### src/rtl/ball_engine_if.sv
// Control and position bus between the game logic (master) and the ball engine (slave).
interface ball_engine_if;
  logic       tick;
  logic       pause;
  logic [9:0] bar_1_y;
  logic [9:0] bar_2_y;
  logic [9:0] x_ball;
  logic [9:0] y_ball;
  logic       point1;
  logic       point2;
  logic       serving;

  modport master (
    output tick, pause, bar_1_y, bar_2_y,
    input  x_ball, y_ball, point1, point2, serving
  );

  modport slave (
    input  tick, pause, bar_1_y, bar_2_y,
    output x_ball, y_ball, point1, point2, serving
  );
endinterface

### src/rtl/ball_engine.sv
// Pong ball engine: serve / play / score FSM with wall and paddle reflection.
// Define BALL_SPEEDUP_EN to speed the ball up on every paddle hit (1..4); otherwise speed is fixed at 2.
module ball_engine #(
  parameter int FIELD_W     = 620,
  parameter int FIELD_H     = 360,
  parameter int BALL_R      = 4,
  parameter int BAR1_X      = 20,
  parameter int BAR2_X      = 600,
  parameter int BAR_HW      = 5,
  parameter int BAR_HH      = 30,
  parameter int SERVE_TICKS = 64
) (
  input  logic         mclk,
  input  logic         reset_n,
  ball_engine_if.slave bus
);

  typedef enum logic [1:0] {SERVE, PLAY, SCORED} state_t;

  localparam int                    CNT_W      = $clog2(SERVE_TICKS + 1);
  localparam logic [CNT_W-1:0]      CNT_LAST   = CNT_W'(SERVE_TICKS - 1);
  localparam logic [9:0]            X_CENTRE   = 10'(FIELD_W / 2);
  localparam logic [9:0]            Y_CENTRE   = 10'(FIELD_H / 2);
  localparam logic [9:0]            Y_LO       = 10'(BALL_R);
  localparam logic [9:0]            Y_HI       = 10'(FIELD_H - BALL_R);
  localparam logic [9:0]            LEFT_REST  = 10'(BAR1_X + BAR_HW + BALL_R);
  localparam logic [9:0]            RIGHT_REST = 10'(BAR2_X - BAR_HW - BALL_R);
  localparam logic signed [10:0]    R_S        = 11'(BALL_R);
  localparam logic signed [10:0]    Y_MIN      = 11'(BALL_R);
  localparam logic signed [10:0]    Y_MAX      = 11'(FIELD_H - BALL_R);
  localparam logic signed [10:0]    X_MIN      = 11'(BALL_R);
  localparam logic signed [10:0]    X_MAX      = 11'(FIELD_W - BALL_R);
  localparam logic signed [10:0]    LEFT_FACE  = 11'(BAR1_X + BAR_HW);
  localparam logic signed [10:0]    RIGHT_FACE = 11'(BAR2_X - BAR_HW);
  localparam logic signed [10:0]    LEFT_X     = 11'(BAR1_X);
  localparam logic signed [10:0]    RIGHT_X    = 11'(BAR2_X);
  localparam logic signed [10:0]    REACH      = 11'(BAR_HH + BALL_R);

`ifdef BALL_SPEEDUP_EN
  localparam logic [2:0] SPEED_INIT = 3'd1;
  localparam logic [2:0] SPEED_MAX  = 3'd4;
`else
  localparam logic [2:0] SPEED_INIT = 3'd2;
  localparam logic [2:0] SPEED_MAX  = 3'd2;
`endif

  state_t            state;
  logic [9:0]        x_q, y_q;
  logic              dx_pos, dy_pos;
  logic [2:0]        speed;
  logic [CNT_W-1:0]  serve_cnt;
  logic              point1_q, point2_q, serving_q;

  logic              step;
  logic signed [10:0] x_cur, y_cur, speed_s, x_next, y_next;
  logic signed [10:0] dist_1, dist_2, abs_1, abs_2;
  logic [9:0]        y_wall;
  logic              dy_wall;
  logic              hit_1, hit_2, miss_1, miss_2;

  assign step    = bus.tick && !bus.pause;
  assign x_cur   = signed'({1'b0, x_q});
  assign y_cur   = signed'({1'b0, y_q});
  assign speed_s = signed'({8'd0, speed});
  assign x_next  = dx_pos ? x_cur + speed_s : x_cur - speed_s;
  assign y_next  = dy_pos ? y_cur + speed_s : y_cur - speed_s;

  // Wall reflection acts on y only; paddle reflection acts on x only, so both can apply at once.
  assign y_wall  = (y_next <= Y_MIN) ? Y_LO : (y_next >= Y_MAX) ? Y_HI : y_next[9:0];
  assign dy_wall = (y_next <= Y_MIN) ? 1'b1 : (y_next >= Y_MAX) ? 1'b0 : dy_pos;

  assign dist_1  = y_next - signed'({1'b0, bus.bar_1_y});
  assign dist_2  = y_next - signed'({1'b0, bus.bar_2_y});
  assign abs_1   = dist_1[10] ? -dist_1 : dist_1;
  assign abs_2   = dist_2[10] ? -dist_2 : dist_2;

  assign hit_1   = !dx_pos && (x_next - R_S <= LEFT_FACE) && (x_cur >= LEFT_X) && (abs_1 <= REACH);
  assign hit_2   = dx_pos && (x_next + R_S >= RIGHT_FACE) && (x_cur <= RIGHT_X) && (abs_2 <= REACH);
  assign miss_1  = dx_pos && !hit_2 && (x_next >= X_MAX);
  assign miss_2  = !dx_pos && !hit_1 && (x_next <= X_MIN);

  always_ff @(posedge mclk or negedge reset_n) begin
    if (!reset_n) begin
      state     <= SERVE;
      x_q       <= X_CENTRE;
      y_q       <= Y_CENTRE;
      dx_pos    <= 1'b1;
      dy_pos    <= 1'b1;
      speed     <= SPEED_INIT;
      serve_cnt <= '0;
      point1_q  <= 1'b0;
      point2_q  <= 1'b0;
      serving_q <= 1'b1;
    end else begin
      point1_q <= 1'b0;
      point2_q <= 1'b0;
      if (step) begin
        case (state)
          SERVE: begin
            if (serve_cnt == CNT_LAST) begin
              state     <= PLAY;
              serve_cnt <= '0;
              serving_q <= 1'b0;
            end else begin
              serve_cnt <= serve_cnt + CNT_W'(1);
            end
          end
          PLAY: begin
            // A miss freezes the ball where it last was inside the field.
            if (miss_1) begin
              point1_q <= 1'b1;
              state    <= SCORED;
            end else if (miss_2) begin
              point2_q <= 1'b1;
              state    <= SCORED;
            end else begin
              y_q    <= y_wall;
              dy_pos <= dy_wall;
              if (hit_1 || hit_2) begin
                x_q    <= hit_1 ? LEFT_REST : RIGHT_REST;
                dx_pos <= hit_1;
                if (speed < SPEED_MAX) speed <= speed + 3'd1;
              end else begin
                x_q <= x_next[9:0];
              end
            end
          end
          SCORED: begin
            // The scoring step left dx pointing at the conceding side; serve back the other way.
            state     <= SERVE;
            x_q       <= X_CENTRE;
            y_q       <= Y_CENTRE;
            speed     <= SPEED_INIT;
            dx_pos    <= !dx_pos;
            serve_cnt <= '0;
            serving_q <= 1'b1;
          end
          default: begin
            state     <= SERVE;
            serving_q <= 1'b1;
          end
        endcase
      end
    end
  end

  assign bus.x_ball  = x_q;
  assign bus.y_ball  = y_q;
  assign bus.point1  = point1_q;
  assign bus.point2  = point2_q;
  assign bus.serving = serving_q;

endmodule

### src/flat_wrapper.sv
// flat-port wrapper written by rule: the top's interface ports become plain ports
module ball_engine_flat 
#(
  parameter int FIELD_W     = 620,
  parameter int FIELD_H     = 360,
  parameter int BALL_R      = 4,
  parameter int BAR1_X      = 20,
  parameter int BAR2_X      = 600,
  parameter int BAR_HW      = 5,
  parameter int BAR_HH      = 30,
  parameter int SERVE_TICKS = 64
)
  (mclk, reset_n, bus_tick, bus_pause, bus_bar_1_y, bus_bar_2_y, bus_x_ball, bus_y_ball, bus_point1, bus_point2, bus_serving);
  ball_engine_if bus_i ();
  input  logic mclk;
  input  logic reset_n;
  input wire logic [$bits(bus_i.tick)-1:0] bus_tick;
  input wire logic [$bits(bus_i.pause)-1:0] bus_pause;
  input wire logic [$bits(bus_i.bar_1_y)-1:0] bus_bar_1_y;
  input wire logic [$bits(bus_i.bar_2_y)-1:0] bus_bar_2_y;
  output wire logic [$bits(bus_i.x_ball)-1:0] bus_x_ball;
  output wire logic [$bits(bus_i.y_ball)-1:0] bus_y_ball;
  output wire logic [$bits(bus_i.point1)-1:0] bus_point1;
  output wire logic [$bits(bus_i.point2)-1:0] bus_point2;
  output wire logic [$bits(bus_i.serving)-1:0] bus_serving;
  assign bus_i.tick = bus_tick;
  assign bus_i.pause = bus_pause;
  assign bus_i.bar_1_y = bus_bar_1_y;
  assign bus_i.bar_2_y = bus_bar_2_y;
  assign bus_x_ball = bus_i.x_ball;
  assign bus_y_ball = bus_i.y_ball;
  assign bus_point1 = bus_i.point1;
  assign bus_point2 = bus_i.point2;
  assign bus_serving = bus_i.serving;
  ball_engine #(.FIELD_W(FIELD_W), .FIELD_H(FIELD_H), .BALL_R(BALL_R), .BAR1_X(BAR1_X), .BAR2_X(BAR2_X), .BAR_HW(BAR_HW), .BAR_HH(BAR_HH), .SERVE_TICKS(SERVE_TICKS)) u_core (.mclk(mclk), .reset_n(reset_n), .bus(bus_i));
endmodule
### config.mk
export PLATFORM = sky130hd
export DESIGN_NAME = ball_engine_flat
export DESIGN_NICKNAME = d
export VERILOG_FILES = /design/src/rtl/ball_engine_if.sv /design/src/rtl/ball_engine.sv /design/src/flat_wrapper.sv
export SDC_FILE = /design/constraint.sdc
export NUM_CORES = 1
export LEC_CHECK = 0
export ABC_AREA = 1
export BUFFER_PORTS_ARGS = -buffer_cell sky130_fd_sc_hd__buf_2
export CAP_MARGIN = 20
export CORE_MARGIN = 10
export CORE_UTILIZATION = 60
export CTS_CLUSTER_SIZE = 12
export DETAILED_ROUTE_END_ITERATION = 8
export MAX_ROUTING_LAYER = met4
export PLACE_DENSITY = 0.85
export SLEW_MARGIN = 20
export SYNTH_ARGS = -nofsm -noshare
export SYNTH_HDL_FRONTEND = slang
export SYNTH_SLANG_ARGS = --single-unit
### constraint.sdc
create_clock -name mclk -period 11.1 [get_ports mclk]
set_clock_uncertainty 0.05 [all_clocks]
set_input_delay 2.22 -clock mclk [delete_from_list [all_inputs] [get_ports mclk]]
set_output_delay 2.22 -clock mclk [all_outputs]
set_load 0.1 [all_outputs]
Word level (Yosys, flattened, before mapping)
Cells that the tools add are included.
{"block": "totals", "ff_bits": 37, "in_bits": 24, "output_inout_bits": 23, "elab_cells": 112}
{"block": "op_classes", "n_addsub": 12, "magnitude_cmp": 11, "n_eq_ne": 9, "mux": 40, "n_bitwise": 3, "reduce_logical": 27}
{"op": "2-to-1 mux 10 bit", "count": 8}
{"op": "2-to-1 mux 11 bit", "count": 4}
{"op": "one-hot mux 10 bit (2 select lines)", "count": 2}
{"op": "adder 10 x 3 -> 11 bit", "count": 2}
{"op": ">= comparator 11 bit, second input constant", "count": 2}
{"op": "less-or-equal comparator 11 x 4 -> 1 bit, second input constant", "count": 2}
{"op": "less-or-equal comparator 11 x 7 -> 1 bit, second input constant", "count": 2}
{"op": "negator 11 bit", "count": 2}
{"op": "subtractor 10 x 3 -> 11 bit", "count": 2}
{"op": "subtractor 11 bit", "count": 2}
{"op": "one-hot mux 7 bit (2 select lines)", "count": 1}
{"op": "2-to-1 mux 1 bit", "count": 13}
{"op": "2-to-1 mux 3 bit", "count": 4}
{"op": "adder 11 x 4 -> 11 bit, second input constant", "count": 1}
{"op": ">= comparator 11 x 10 -> 1 bit, second input constant", "count": 1}
{"op": "less-or-equal comparator 11 x 6 -> 1 bit, second input constant", "count": 1}
{"op": "logical AND 1 bit", "count": 11}
{"op": "subtractor 11 x 4 -> 11 bit, second input constant", "count": 1}
{"op": ">= comparator 10 x 5 -> 1 bit, second input constant", "count": 1}
{"op": "less-or-equal comparator 10 bit, second input constant", "count": 1}
{"op": "AND reduction 5 bit", "count": 2}
{"op": "adder 7 x 1 -> 7 bit, second input constant", "count": 1}
{"op": "equality test 7 x 6 -> 1 bit, second input constant", "count": 1}
{"op": "2-to-1 mux 7 bit", "count": 1}
{"op": "other kinds (20)", "count": 34}

Depth between registers and ports, before layout
Gate-level depths: netlist of run 1.
{"block": "depth", "ltp_word": 14, "mapped_depth": 40, "ltp_nobuf": 39}

Least setup slack after synthesis of run 1
No wires, ideal clock.
{"block": "synth_path", "kind": "reg2reg", "from": "register u_core.speed[1]", "to": "register u_core.x_q[7] (netlist: u_core.bus.x_ball[7])", "setup_time_ps": 68, "arrival_ps": 4809, "required_ps": 10982, "slack_ps": 6174, "path_stages_with_launch": 39, "path_buffers": 2, "synth_period_minus_slack_ps": 4926, "cell_sequence": "dfstp_2 inv_1 ha_1 ha_1 inv_1 o21ai_0 ha_1 nand3_1 nand2_1 nand2_1 nand3_1 nand3_1 a31oi_1 nand2_1 a21boi_0 xor2_1 inv_1 ha_1 [3 not listed] nand4_1 nand3b_2 nand2_2 buf_6 nand2_1 nand2_1 nor2_1 nand3_1 nand2_1 nand2_1 nand2_1 nand2_1 nand3_2 inv_2 nor2_4 buf_6 nand2_1 nand2_1"}
{"block": "synth_via", "elab_chain_cells": 12, "elab_cells_between_ends": 40, "classes_between": "10 x add/sub; 6 x order compare; 2 x eq/ne; 8 x mux; 14 x reduce/logical"}
{"item": "from (decl)", "line": "ball_engine.sv:50", "text": "logic [2:0] speed;"}
{"item": "from (signal assigned)", "line": "ball_engine.sv:122", "text": "if (speed < SPEED_MAX) speed <= speed + 3'd1;"}
{"item": "subtractor 10 x 3 -> 11 bit, or another cell as far along", "line": "ball_engine.sv:66", "text": "assign y_next = dy_pos ? y_cur + speed_s : y_cur - speed_s;"}
{"item": "2-to-1 mux 11 bit, on equally long branches", "line": "ball_engine.sv:66, ball_engine.sv:65"}
{"item": "subtractor 11 bit, or another cell as far along", "line": "ball_engine.sv:72", "text": "assign dist_1 = y_next - signed'({1'b0, bus.bar_1_y});"}
{"item": "negator 11 bit, or another cell as far along", "line": "ball_engine.sv:74", "text": "assign abs_1 = dist_1[10] ? -dist_1 : dist_1;"}
{"item": "2-to-1 mux 11 bit, or another cell as far along", "line": "ball_engine.sv:74"}
{"item": "less-or-equal comparator 11 x 7 -> 1 bit, or another cell as far along", "line": "ball_engine.sv:77", "text": "assign hit_1 = !dx_pos && (x_next - R_S <= LEFT_FACE) && (x_cur >= LEFT_X) && (abs_1 <= REACH);"}
{"item": "logical AND 1 bit, on equally long branches", "line": "ball_engine.sv:77, ball_engine.sv:78"}
{"item": "logical OR 1 bit, or another cell as far along", "line": "ball_engine.sv:119", "text": "if (hit_1 || hit_2) begin"}
{"item": "2-to-1 mux 10 bit, or another cell as far along", "line": "ball_engine.sv:119"}
{"item": "2-to-1 mux 10 bit, or another cell as far along", "line": "ball_engine.sv:113", "text": "end else if (miss_2) begin"}
{"item": "2-to-1 mux 10 bit / inequality test 2 bit (equally long branches)"}
{"item": "one-hot mux 10 bit (2 select lines) / AND reduction 4 bit (equally long branches)"}
{"item": "to (signal assigned)", "line": "ball_engine.sv:120", "text": "x_q <= hit_1 ? LEFT_REST : RIGHT_REST;"}
{"item": "to (signal assigned)", "line": "ball_engine.sv:124", "text": "x_q <= x_next[9:0];"}
{"item": "to (decl)", "line": "ball_engine.sv:48", "text": "logic [9:0] x_q, y_q;"}
Parallel ways exist; a longest one is shown, timed or not. The select of a mux whose other input is x is not followed.
A chain may end at the register's enable or synchronous reset.

Worst setup path after layout of run 1
{"block": "layout_path", "from": "register u_core.speed[1]", "to": "register u_core.x_q[9] (netlist: u_core.bus.x_ball[9])"}
{"block": "layout_via", "elab_chain_cells": 12, "elab_cells_between_ends": 41, "classes_between": "10 x add/sub; 6 x order compare; 2 x eq/ne; 9 x mux; 14 x reduce/logical"}
{"item": "subtractor 10 x 3 -> 11 bit, or another cell as far along", "line": "ball_engine.sv:66"}
{"item": "2-to-1 mux 11 bit, on equally long branches", "line": "ball_engine.sv:66, ball_engine.sv:65"}
{"item": "subtractor 11 bit, or another cell as far along", "line": "ball_engine.sv:72"}
{"item": "negator 11 bit, or another cell as far along", "line": "ball_engine.sv:74"}
{"item": "2-to-1 mux 11 bit, or another cell as far along", "line": "ball_engine.sv:74"}
{"item": "less-or-equal comparator 11 x 7 -> 1 bit, or another cell as far along", "line": "ball_engine.sv:77"}
{"item": "logical AND 1 bit, on equally long branches", "line": "ball_engine.sv:77, ball_engine.sv:78"}
{"item": "2-to-1 mux 10 bit, or another cell as far along", "line": "ball_engine.sv:120"}
{"item": "2-to-1 mux 10 bit, or another cell as far along", "line": "ball_engine.sv:119"}
{"item": "2-to-1 mux 10 bit, or another cell as far along", "line": "ball_engine.sv:113"}
{"item": "2-to-1 mux 10 bit / inequality test 2 bit (equally long branches)"}
{"item": "one-hot mux 10 bit (2 select lines) / AND reduction 4 bit (equally long branches)"}
Parallel ways exist; a longest one is shown, timed or not. The select of a mux whose other input is x is not followed.

==> results.rst, run 1 <==
.. list-table::
   :header-rows: 1

   * - Metric
     - Value
   * - Result of the run
     - completed
   * - Gate count of the mapped netlist
     - 867
   * - Syn Nets
     - 945
   * - Largest fanout of any net on the critical path
     - 20
   * - Final weighted congestion in routability-driven placement
     - 0.991
   * - Hold/Removal Path Class
     - flop to flop
   * - Number of vias in the routed layout
     - 5,486
   * - Worst hold path depth
     - 2
   * - Post-layout util
     - 0.655
   * - Fraction of the yosys area taken by sequential cells
     - 0.179
   * - Maximum number of pins on one net before global-route repair
     - 38
   * - Initial detailed-routing violation count
     - 545
   * - Count of fill cells added during filler insertion
     - 816
   * - Dominant cell type by area after synthesis
     - nand2_1
   * - GRT Total Usage
     - 0.207
   * - Number of H-tree branching levels
     - 2
   * - Number of synthesized flops with an enable pin
     - 0
   * - Effective utilization at floorplan
     - 0.609
   * - Number of antenna violations at the first check in global routing
     - 0
   * - Leakage
     - 0.00335 uW
   * - Number of cells traversed by the worst register-to-register path
     - 35
   * - Final critical delay including setup and external delays
     - 6.26 ns
   * - Synth async-reset ratio
     - 1.00
   * - Critical path arrival
     - 6.39 ns
   * - Most frequent cell after synthesis
     - nand2_1
   * - Share of the synthesized area in the top cell type
     - 0.198
   * - Data required time at the worst endpoint
     - 11.23 ns
   * - Setup repair after global routing missed its margin
     - no
   * - Number of detailed-routing iterations run before antenna repair
     - 5
   * - Total setup buffers inserted after CTS
     - 0
   * - Total Negative Setup Slacks
     - 0 ns
   * - Number of global-route vias before repair
     - 4,927
   * - Number of clock sinks
     - 37
   * - Top area cells in the synthesized netlist
     - nand2_1 20%, ha_1 12%, dfrtp_1 11%
   * - Mean area per synthesized cell
     - 6.07 um2
   * - Chip width
     - 114 um
   * - Antenna diode instance count
     - 0
   * - Fraction of final layout cells sized beyond drive strength 1
     - 0.113
   * - Actual slew at the worst max-slew pin
     - 0.817 ns
   * - Worst rel slew slack
     - 0.456
   * - First-pass GRT wire length
     - 22,500 um
   * - Count of final max-slew check failures
     - 0
   * - Worst setup path category
     - flop to flop
   * - Placement-stage cell area
     - 5550 um2
   * - Port Buf Inserts
     - 46
   * - CP max stage delay
     - 0.58 ns
   * - Die Ht
     - 114 um
   * - Category of the worst setup path capture point
     - flop
   * - Average vias per placed instance
     - 5.39
   * - Cell with the most instances on the worst path
     - nand2_1
   * - DRC
     - 0
   * - Most used DFF post-synth
     - dfrtp_1
   * - Number of cells upsized or downsized after cts
     - 0
   * - Overall routed net length
     - 13,200 um
   * - Std-Cell Core Area
     - 8640 um2
   * - Maximum Capacitance Violations
     - 0
   * - Clock Path Buffers
     - 2
   * - # IOs
     - 47
   * - Power per cell area
     - 104 nW/um2
   * - Avg WL per Cell
     - 13.0 um
   * - Layout area overhead
     - 7.47%
   * - Clock latency of the later-clocked register in the worst-skew pair
     - 0.29 ns
   * - Antenna Violating Nets Remaining
     - 0
   * - Total Power Consumption
     - 589 uW
   * - Clock tree from TritonCTS
     - done
   * - Layout Nets
     - 987
   * - Worst Hold Slack
     - 0.434 ns
   * - Number of hold violations in the final report
     - 0
   * - Rows
     - 34
   * - Post-route clock period utilization
     - 0.564
   * - Clk pin slew, worst setup/hold paths
     - 0.08 ns
   * - Overflow left after global routing
     - 0
   * - Maximum VDD drop
     - 0.115 mV
   * - Count of endpoints failing setup in the final report
     - 0
   * - Number of hold buffers added after CTS
     - 0
   * - Mapped cell area
     - 5260 um2
   * - Ranking of synthesized cells by instance count
     - 278 x nand2_1, 145 x inv_1, 73 x nand3_1
   * - Synthesis Warnings
     - 0
   * - Total clock buffers created by CTS
     - 5
   * - Die ar.
     - 12,900 um2
   * - Final instance area
     - 5660 um2
   * - Half-perimeter wire length after detailed placement
     - 10,800 um
   * - CP startpoint kind
     - flop
   * - Cell with the largest stage delay on the worst path
     - dfstp_2
   * - Number of synthesized register bits
     - 37
   * - Highest attainable clock frequency
     - 160 MHz
   * - Clock Tree Root
     - clkbuf_8
   * - Number of distinct standard cells referenced by the synthesized netlist
     - 40
-- final timing paths --
kind                                       from              endpoint  slack [ns]
min                        u_core.bus.y_ball[7]  u_core.bus.y_ball[7]        0.43
min in group asynchronous               reset_n   u_core.serve_cnt[0]        1.96
max reg2reg                     u_core.speed[1]  u_core.bus.x_ball[9]        4.84
max                             u_core.speed[1]  u_core.bus.x_ball[9]        4.84
min reg2reg                u_core.bus.y_ball[7]  u_core.bus.y_ball[7]        0.43
max in group asynchronous               reset_n   u_core.serve_cnt[3]        8.50
-- state kept, by name, summed over array words and instances, names as in the netlist --
name	cells
u_core.bus.x_ball	10
u_core.speed	3
u_core.bus.serving	1
u_core.serve_cnt	7
u_core.state	2
u_core.bus.point1	1
u_core.dy_pos	1
u_core.bus.point2	1
u_core.dx_pos	1
u_core.bus.y_ball	10
-- worst max-delay path, delay by kind of cell, from the launching register on --
family	cells	cell delay, ns
fa+ha+maj	4	1.18
flops	1	0.58
xor+xnor	1	0.28
compound gates	3	0.52
buf+inv	4	0.33
simple gates	23	3.19
-- per-stage QoR --
step | setup slack (ns) | std cells
after global placement | 5.16 | 1010
final | 4.84 | 1018
after detailed placement | 4.94 | 1010
after floorplan | 6.17 | 867
after CTS | 4.91 | 1018
after global routing | 4.15 | 1018
-- cell families (layout without fill, tap and decap cells) --
family,count (synthesis),count (layout),share of synthesized area
AOI/OAI and AO/OA,81,81,0.0842
xor gates and xnor gates,33,33,0.0549
adders and majority gates,54,54,0.134
buffers and inverters,159,202,0.120
DFF,37,37,0.179
and+or+nand+nor,503,503,0.428
-- placed cells by master (no fill, tap or decap), types with 9 or more instances in the layout --
master	netlist	layout
a21oi_1	32	32
buf_2	2	46
dfrtp_1	24	24
dfstp_2	13	13
ha_1	50	50
inv_1	145	145
nand2_1	278	278
nand2_2	14	14
nand3_1	73	73
nand3b_1	9	9
nand4_1	31	31
nor2_1	66	66
nor3_1	9	9
o21ai_0	32	32
xor2_1	26	26
-- where the power goes --
part,switching (uW),internal (uW)
Clock,46.7,56.1
Sequential,10.6,148
Combinational,218,110
Total,275,314
-- layer usage --
layer,global-route usage,wire [um],vias up
met2,0.341,6210,158
met5,-,0,-
met3,0.0220,687,25
li1,-,-,2855
met4,0.0609,318,0
met1,0.263,6010,2448
-- final cells by class --
type                    instances  area [um2]  area share
clock buffers                   7        96.3      0.0170
clock inverters                 1        5.00    0.000885
inverters                     148         556      0.0982
multi-input cells             671        3690       0.653
flip-flops and latches         37         942       0.167
well taps                     108         135      0.0239
repair buffers                 46         230      0.0407
No activity file was read; power rests on OpenSTA's default activity.
==> run 2: changes to the inputs <==
--- a/config.mk
+++ b/config.mk
@@ -5,7 +5,7 @@
 export SDC_FILE = /design/constraint.sdc
 export NUM_CORES = 1
 export LEC_CHECK = 0
-export ABC_AREA = 1
+export ABC_AREA = 0
 export BUFFER_PORTS_ARGS = -buffer_cell sky130_fd_sc_hd__buf_2
 export CAP_MARGIN = 20
 export CORE_MARGIN = 10
==> constraint.sdc (replaced) <==
create_clock -name mclk -period 6.2 [get_ports mclk]
set_clock_uncertainty 0.05 [all_clocks]
set_input_delay 1.24 -clock mclk [delete_from_list [all_inputs] [get_ports mclk]]
set_output_delay 1.24 -clock mclk [all_outputs]
set_load 0.1 [all_outputs]
==> results.rst, run 2 <==
.. list-table::
   :header-rows: 1

   * - Metric
     - Value
   * - Number of detailed-routing iterations run before antenna repair
     - 5 (unchanged)
   * - Dominant cell type by area after synthesis
     - ha_1
   * - Antenna Violating Nets Remaining
     - 0 (unchanged)
   * - Chip width
     - 113 um (-0.78%)
   * - Metal2 WL
     - 7040 um (+13%)
   * - Rows
     - 33 (-2.9%)
   * - Largest fanout of any net on the critical path
     - 8 (-60%)
   * - Layout Nets
     - 793 (-20%)
   * - Number of distinct standard cells referenced by the synthesized netlist
     - 80 (+100%)
   * - Worst setup path category
     - flop to flop
   * - Syn Nets
     - 737 (-22%)
   * - Number of H-tree branching levels
     - 2 (unchanged)
   * - Port Buf Inserts
     - 46 (unchanged)
   * - Final critical delay including setup and external delays
     - 6.00 ns (-0.259 ns)
   * - Overall routed net length
     - 14,700 um (+11%)
   * - Number of global-route vias before repair
     - 5,034 (+2.2%)
   * - Leading cell types in the layout, fill and taps excluded
     - 66 x inv_1, 49 x ha_1, 46 x o21ai_0, 46 x buf_2, 45 x nor2_1
   * - Cell with the most instances on the worst path
     - ha_1
   * - Fraction of final layout cells sized beyond drive strength 1
     - 0.184 (+0.0712)
   * - Synth async-reset ratio
     - 1.00 (unchanged)
   * - Count of final max-slew check failures
     - 0 (unchanged)
   * - Number of vias in the routed layout
     - 5,406 (-1.5%)
   * - Count of endpoints failing setup in the final report
     - 0 (unchanged)
   * - Die ar.
     - 12,700 um2 (-1.6%)
   * - Number of hold violations in the final report
     - 0 (unchanged)
   * - Commonest non-fill, non-tap cell in the layout
     - inv_1
   * - Overflow left after global routing
     - 0 (unchanged)
   * - Number of antenna violations at the first check in global routing
     - 0 (unchanged)
   * - Highest attainable clock frequency
     - 167 MHz (+4.3%)
   * - Half-perimeter wire length after detailed placement
     - 11,400 um (+6.1%)
   * - Share of the synthesized area in the top cell type
     - 0.121 (-0.0771)
   * - Final weighted congestion in routability-driven placement
     - 0.948 (-4.3%)
   * - Die Ht
     - 113 um (-0.78%)
   * - Synthesis Warnings
     - 0 (unchanged)
   * - CP max stage delay
     - 0.53 ns (-0.05 ns)
   * - Number of hold buffers added after CTS
     - 0 (unchanged)
   * - Std-Cell Core Area
     - 8300 um2 (-3.9%)
   * - Number of synthesized flops with an enable pin
     - 0 (unchanged)
   * - Count of fill cells added during filler insertion
     - 685 (-16%)
   * - Antenna diode instance count
     - 0 (unchanged)
   * - Number of clock sinks
     - 37 (unchanged)
   * - Most frequent cell after synthesis
     - inv_1
   * - Placement-stage cell area
     - 5570 um2 (+0.27%)
   * - Mapped cell area
     - 5160 um2 (-1.9%)
   * - Result of the run
     - completed
   * - DRT met1 WL
     - 6400 um (+6.5%)
   * - Total Negative Setup Slacks
     - 0 ns (unchanged)
   * - Average vias per placed instance
     - 6.58 (+22%)
   * - Most used DFF post-synth
     - dfrtp_1
   * - Mean area per synthesized cell
     - 7.84 um2 (+29%)
   * - Worst slack after detailed placement
     - 0.0474 ns (-4.89 ns)
   * - Worst Setup Slack, final
     - 0.201 ns (-4.64 ns)
   * - Post-layout util
     - 0.700 (+0.0448)
   * - Post-route clock period utilization
     - 0.968 (+0.404)
   * - Initial detailed-routing violation count
     - 593 (+8.8%)
   * - Final instance area
     - 5810 um2 (+2.7%)
   * - Gate count of the mapped netlist
     - 659 (-24%)
   * - # IOs
     - 47 (unchanged)
   * - Delay-heaviest family, CP
     - compound AO/OA/AOI/OAI gates
   * - Category of the worst setup path capture point
     - flop
   * - Met3 WL
     - 998 um (+45%)
   * - Actual slew at the worst max-slew pin
     - 0.929 ns (+0.113 ns)
   * - First-pass GRT wire length
     - 24,200 um (+7.5%)
   * - Effective utilization at floorplan
     - 0.622 (+0.0128)
   * - GRT Total Usage
     - 0.224 (+0.0168)
   * - Clock latency of the later-clocked register in the worst-skew pair
     - 0.29 ns (about the same)
   * - Avg WL per Cell
     - 17.9 um (+38%)
   * - Fraction of the yosys area taken by sequential cells
     - 0.182 (+0.00343)
   * - Number of synthesized register bits
     - 37 (unchanged)
   * - Clock Tree Root
     - clkbuf_8
   * - Clock Path Buffers
     - 2 (unchanged)
   * - DRC
     - 0 (unchanged)
   * - Hold/Removal Path Class
     - flop to flop
   * - Layout area overhead
     - 12.5%
   * - Total clock buffers created by CTS
     - 5 (unchanged)
   * - CP startpoint kind
     - flop
   * - Highest routed metal layer
     - met4
   * - Critical path arrival
     - 6.12 ns (-0.27 ns)
   * - Ranking of synthesized cells by instance count
     - 66 x inv_1, 50 x ha_1, 49 x o21ai_0
   * - Worst rel slew slack
     - 0.381 (-0.0750)
   * - Clk pin slew, worst setup/hold paths
     - 0.08 ns (about the same)
   * - Clock tree from TritonCTS
     - done
   * - Data required time at the worst endpoint
     - 6.32 ns (-4.91 ns)
   * - Top area cells in the synthesized netlist
     - ha_1 12%, dfrtp_1 12%, dfstp_2 6.6%
   * - Cell chain of the critical path
     - inv_1 -> ha_1 -> ha_1 -> mux2_2 -> ha_1 -> a21oi_1 -> a21boi_1 -> buf_4 -> nor3_1 -> a21oi_1 -> xnor2_1 -> ha_1 -> o211ai_1 -> o211ai_1 -> xor2_1 -> nor4_2 -> and4_1 -> o21ai_0 -> a2111oi_2 -> o2111ai_2 -> a32oi_4 -> o21a_4 -> mux2_2
   * - Maximum number of pins on one net before global-route repair
     - 38 (unchanged)
   * - Maximum Capacitance Violations
     - 0 (unchanged)
   * - Critical path buffer and inverter count
     - 2 (-2)
   * - Cell with the largest stage delay on the worst path
     - dfstp_2
## run 2: logic make-up (layout without fill, tap and decap cells)
group                    after synthesis  in the layout  share of synthesized area
buffers and inverters                 90            146                     0.0700
AND/OR/NAND/NOR                      208            208                      0.209
XOR/XNOR                              34             34                     0.0577
flip-flops                            37             37                      0.182
AO/OA/AOI/OAI                        208            209                      0.287
multiplexers                          27             27                     0.0560
adder cells (fa/ha/maj)               55             55                      0.139
## run 2: worst register-to-register path, stage by stage (launching register included)
cell and delay (ns):
dfstp_2 0.53, inv_1 0.04, ha_1 0.17, ha_1 0.29, mux2_2 0.31, ha_1 0.28
a21oi_1 0.22, a21boi_1 0.12, buf_4 0.15, nor3_1 0.13, a21oi_1 0.07, xnor2_1 0.16
ha_1 0.40, o211ai_1 0.15, o211ai_1 0.32, xor2_1 0.16, nor4_2 0.37, and4_1 0.25
o21ai_0 0.11, a2111oi_2 0.48, o2111ai_2 0.22, a32oi_4 0.31, o21a_4 0.24, mux2_2 0.35
## run 2: final cells by class
type / count / area, um2 / share of cell area
clock buffer: 6 / 82.6 / 0.0142
clock inverter: 2 / 37.5 / 0.00646
inverter: 66 / 248 / 0.0427
multi-input combinational: 533 / 3940 / 0.679
sequential: 37 / 942 / 0.162
tap: 105 / 131 / 0.0226
timing repair buffer: 72 / 425 / 0.0733
## run 2: through the flow
step | std cells | hold WS, ns
2_1_floorplan | 659 | 0.408
3_3_place_gp | 807 | 0.423
3_5_place_dp | 807 | 0.426
4_1_cts | 818 | 0.439
5_1_grt | 821 | 0.465
6_report | 821 | 0.449
## run 2: path summary, 6_finish.rpt
check	depth (start not counted)	slack, ns	startpoint	to
worst max-delay path	23	0.20	u_core.speed[1]	u_core.bus.x_ball[0]
worst min-delay path	1	0.45	u_core.serve_cnt[6]	u_core.serve_cnt[6]
worst max register to register	23	0.20	u_core.speed[1]	u_core.bus.x_ball[0]
worst min register to register	1	0.45	u_core.serve_cnt[6]	u_core.serve_cnt[6]
max in group asynchronous	1	4.62	reset_n	u_core.bus.x_ball[0]
min in group asynchronous	1	0.98	reset_n	u_core.serve_cnt[6]
## run 2: timing repair
| item | 4_1_cts | 5_1_grt |
|---|---|---|
| gates resized for setup | 0 | 18 |
| endpoints found under the setup margin | 1 | 27 |
| setup buffers | 3 | 2 |
| gates cloned | 0 | 1 |
| pin swaps | 1 | 9 |
## run 2: per-layer routing
layer  up-vias  global-route usage
li1       2552                   -
met1      2592               0.289
met5         -                   -
met3        36              0.0280
met2       226               0.369
met4         0              0.0457
Power of run 2 is left out: the tool's default activity adds up to more than one toggle a clock period on the data nets, which glitch-free logic cannot reach.
==> run 3: changes to the inputs <==
--- a/config.mk
+++ b/config.mk
@@ -9,11 +9,11 @@
 export BUFFER_PORTS_ARGS = -buffer_cell sky130_fd_sc_hd__buf_2
 export CAP_MARGIN = 20
 export CORE_MARGIN = 10
-export CORE_UTILIZATION = 60
+export CORE_UTILIZATION = 56
 export CTS_CLUSTER_SIZE = 12
 export DETAILED_ROUTE_END_ITERATION = 8
 export MAX_ROUTING_LAYER = met4
-export PLACE_DENSITY = 0.85
+export PLACE_DENSITY = 0.84
 export SLEW_MARGIN = 20
 export SYNTH_ARGS = -nofsm -noshare
 export SYNTH_HDL_FRONTEND = slang
==> constraint.sdc (replaced) <==
create_clock -name mclk -period 5.4 [get_ports mclk]
set_clock_uncertainty 0.05 [all_clocks]
set_input_delay 1.08 -clock mclk [delete_from_list [all_inputs] [get_ports mclk]]
set_output_delay 1.08 -clock mclk [all_outputs]
set_load 0.1 [all_outputs]
==> results.rst, run 3 (same netlist as run 2, synthesis figures left out) <==
.. list-table::
   :header-rows: 1

   * - Metric
     - Value
   * - Result of the run
     - complete, but fails checks
   * - Violations in the final reports
     - setup timing
   * - Die ar.
     - 13,500 um2 (+5.9%)
   * - Data required time at the worst endpoint
     - 5.52 ns (-0.80 ns)
   * - Number of vias in the routed layout
     - 5,913 (+9.4%)
   * - Std-Cell Core Area
     - 8850 um2 (+6.6%)
   * - Die Ht
     - 116 um (+2.9%)
   * - Clock Path Buffers
     - 2 (unchanged)
   * - CP max stage delay
     - 0.54 ns (about the same)
   * - Count of final max-slew check failures
     - 0 (unchanged)
   * - Maximum Capacitance Violations
     - 0 (unchanged)
   * - Total clock buffers created by CTS
     - 5 (unchanged)
   * - Number of hold violations in the final report
     - 0 (unchanged)
   * - Overflow left after global routing
     - 0 (unchanged)
   * - Avg WL per Cell
     - 19.5 um (+8.9%)
   * - Post-route clock period utilization
     - 1.09 (+0.125)
   * - Actual slew at the worst max-slew pin
     - 0.940 ns (+0.0108 ns)
   * - Final weighted congestion in routability-driven placement
     - 1.01 (+6.1%)
   * - Count of endpoints failing setup in the final report
     - 28 (+28)
   * - Critical path arrival
     - 6.02 ns (-0.10 ns)
   * - Number of antenna violations at the first check in global routing
     - 0 (unchanged)
   * - Cell with the largest stage delay on the worst path
     - dfstp_2
   * - Highest attainable clock frequency
     - 170 MHz (+1.7%)
   * - Setup repair after global routing missed its margin
     - yes
   * - Clock latency of the later-clocked register in the worst-skew pair
     - 0.29 ns (about the same)
   * - Post-layout util
     - 0.766 (+0.0666)
   * - Port Buf Inserts
     - 46 (unchanged)
   * - Clock Tree Root
     - clkbuf_8
   * - First-pass GRT wire length
     - 27,200 um (+12%)
   * - Rows
     - 34 (+3.0%)
   * - Clock tree from TritonCTS
     - done
   * - Layout area overhead
     - 31.3%
   * - Worst Setup Slack, final
     - -0.499 ns (-0.701 ns)
   * - Number of detailed-routing iterations run before antenna repair
     - 5 (unchanged)
   * - CP startpoint kind
     - flop
   * - Number of cells traversed by the worst register-to-register path
     - 24 (+4.3%)
   * - Number of global-route vias before repair
     - 5,771 (+15%)
   * - Met3 GRT Util
     - 0.0388 (+0.0108)
   * - Final critical delay including setup and external delays
     - 5.90 ns (-0.0994 ns)
   * - Half-perimeter wire length after detailed placement
     - 12,800 um (+12%)
   * - Antenna diode instance count
     - 0 (unchanged)
   * - Commonest non-fill, non-tap cell in the layout
     - buf_4
   * - Maximum number of pins on one net before global-route repair
     - 38 (unchanged)
   * - Cell with the most instances on the worst path
     - ha_4
   * - Effective utilization at floorplan
     - 0.584 (-0.0386)
   * - DRC
     - 0 (unchanged)
   * - Cell chain of the critical path
     - inv_2 -> ha_4 -> ha_4 -> mux2_4 -> ha_4 -> or2_1 -> o2111a_1 -> a311o_1 -> a31oi_2 -> o22ai_4 -> xor2_4 -> buf_4 -> ha_4 -> inv_1 -> a311oi_1 -> nor2_1 -> xnor2_1 -> o311ai_1 -> o211a_1 -> o2111ai_2 -> a32oi_4 -> o21a_4 -> buf_12 -> mux2_4
   * - GRT Total Usage
     - 0.251 (+0.0267)
   * - Category of the worst setup path capture point
     - flop
   * - Global routing usage on met1
     - 0.287 (-0.00178)
   * - Largest fanout of any net on the critical path
     - 6 (-2)
   * - Count of fill cells added during filler insertion
     - 582 (-15%)
   * - Worst rel slew slack
     - 0.373 (-0.00718)
   * - Number of H-tree branching levels
     - 2 (unchanged)
   * - Footprint of the multi-input gates
     - 4190 um2 (+6.4%)
   * - Worst hold path depth
     - 2 (+1)
   * - Overall routed net length
     - 17,800 um (+21%)
   * - # IOs
     - 47 (unchanged)
   * - Chip width
     - 116 um (+2.9%)
   * - Layout Nets
     - 881 (+11%)
   * - Number of clock sinks
     - 37 (unchanged)
   * - Hold/Removal Path Class
     - flop to flop
   * - Global route hottest layer
     - met2
   * - Leading cell types in the layout, fill and taps excluded
     - 101 x buf_4, 65 x inv_1, 47 x buf_2
   * - Global-route track usage on met2
     - 0.438 (+0.0697)
   * - Worst setup path category
     - flop to flop
   * - FF/Latch Area
     - 942 um2 (unchanged)
   * - Number of hold buffers added after CTS
     - 0 (unchanged)
   * - Initial detailed-routing violation count
     - 636 (+7.3%)
   * - Clk pin slew, worst setup/hold paths
     - 0.07 ns (about the same)
   * - Fraction of final layout cells sized beyond drive strength 1
     - 0.317 (+0.133)
   * - Average vias per placed instance
     - 6.48 (-1.5%)
   * - Antenna Violating Nets Remaining
     - 0 (unchanged)
[run 3: critical path, delay by kind of cell, from the launching register on]
kind / cells / cell delay [ns]
buf+inv: 4 / 0.44
simple gates: 2 / 0.35
flops: 1 / 0.54
xor+xnor: 2 / 0.41
mux: 2 / 0.61
compound gates: 10 / 2.54
fa+ha+maj: 4 / 0.83
[run 3: layout make-up]
| cell class | count | share of cell area |
|---|---|---|
| multi-input cells | 532 | 0.618 |
| repair buffers | 161 | 0.173 |
| flip-flops and latches | 37 | 0.139 |
| inverters | 66 | 0.0365 |
| well taps | 108 | 0.0199 |
| clock buffers | 8 | 0.0133 |
[run 3: layer usage]
layer	vias to the layer above	wire, um
met5	-	0
met4	0	644
met3	85	1280
met2	288	8860
met1	2807	7000
li1	2733	-
[run 3: timing repair]
item | CTS | global route
pin swaps | 12 | 30
resized for setup | 42 | 30
endpoints found under the setup margin | 29 | 29
cloned | 1 | 1
buffers inserted | 9 | 9
[run 3: stage by stage]
stage                     cells  setup TNS [ns]  cell area (um2)  worst slack [ns]  hold slack, ns
final                       912          -11.63             6780            -0.499           0.444
after global routing        912          -16.58             6780            -0.660           0.459
after CTS                   904           -6.95             6610            -0.329           0.444
after detailed placement    886          -12.05             6220            -0.569           0.427
after global placement      886           -9.98             6220            -0.479           0.422
after floorplan             659           -6.76             5250            -0.412           0.408
[run 3: worst paths after layout]
check | startpoint | endpoint | slack (ns)
worst max-delay path | u_core.speed[1] | u_core.bus.x_ball[9] | -0.50
worst min-delay path | u_core.bus.y_ball[7] | u_core.bus.y_ball[7] | 0.44
worst max register to register | u_core.speed[1] | u_core.bus.x_ball[9] | -0.50
worst min register to register | u_core.bus.y_ball[7] | u_core.bus.y_ball[7] | 0.44
max in group asynchronous | reset_n | u_core.speed[2] | 3.91
min in group asynchronous | reset_n | u_core.bus.y_ball[0] | 0.85
Power of run 3 is left out for the same reason.
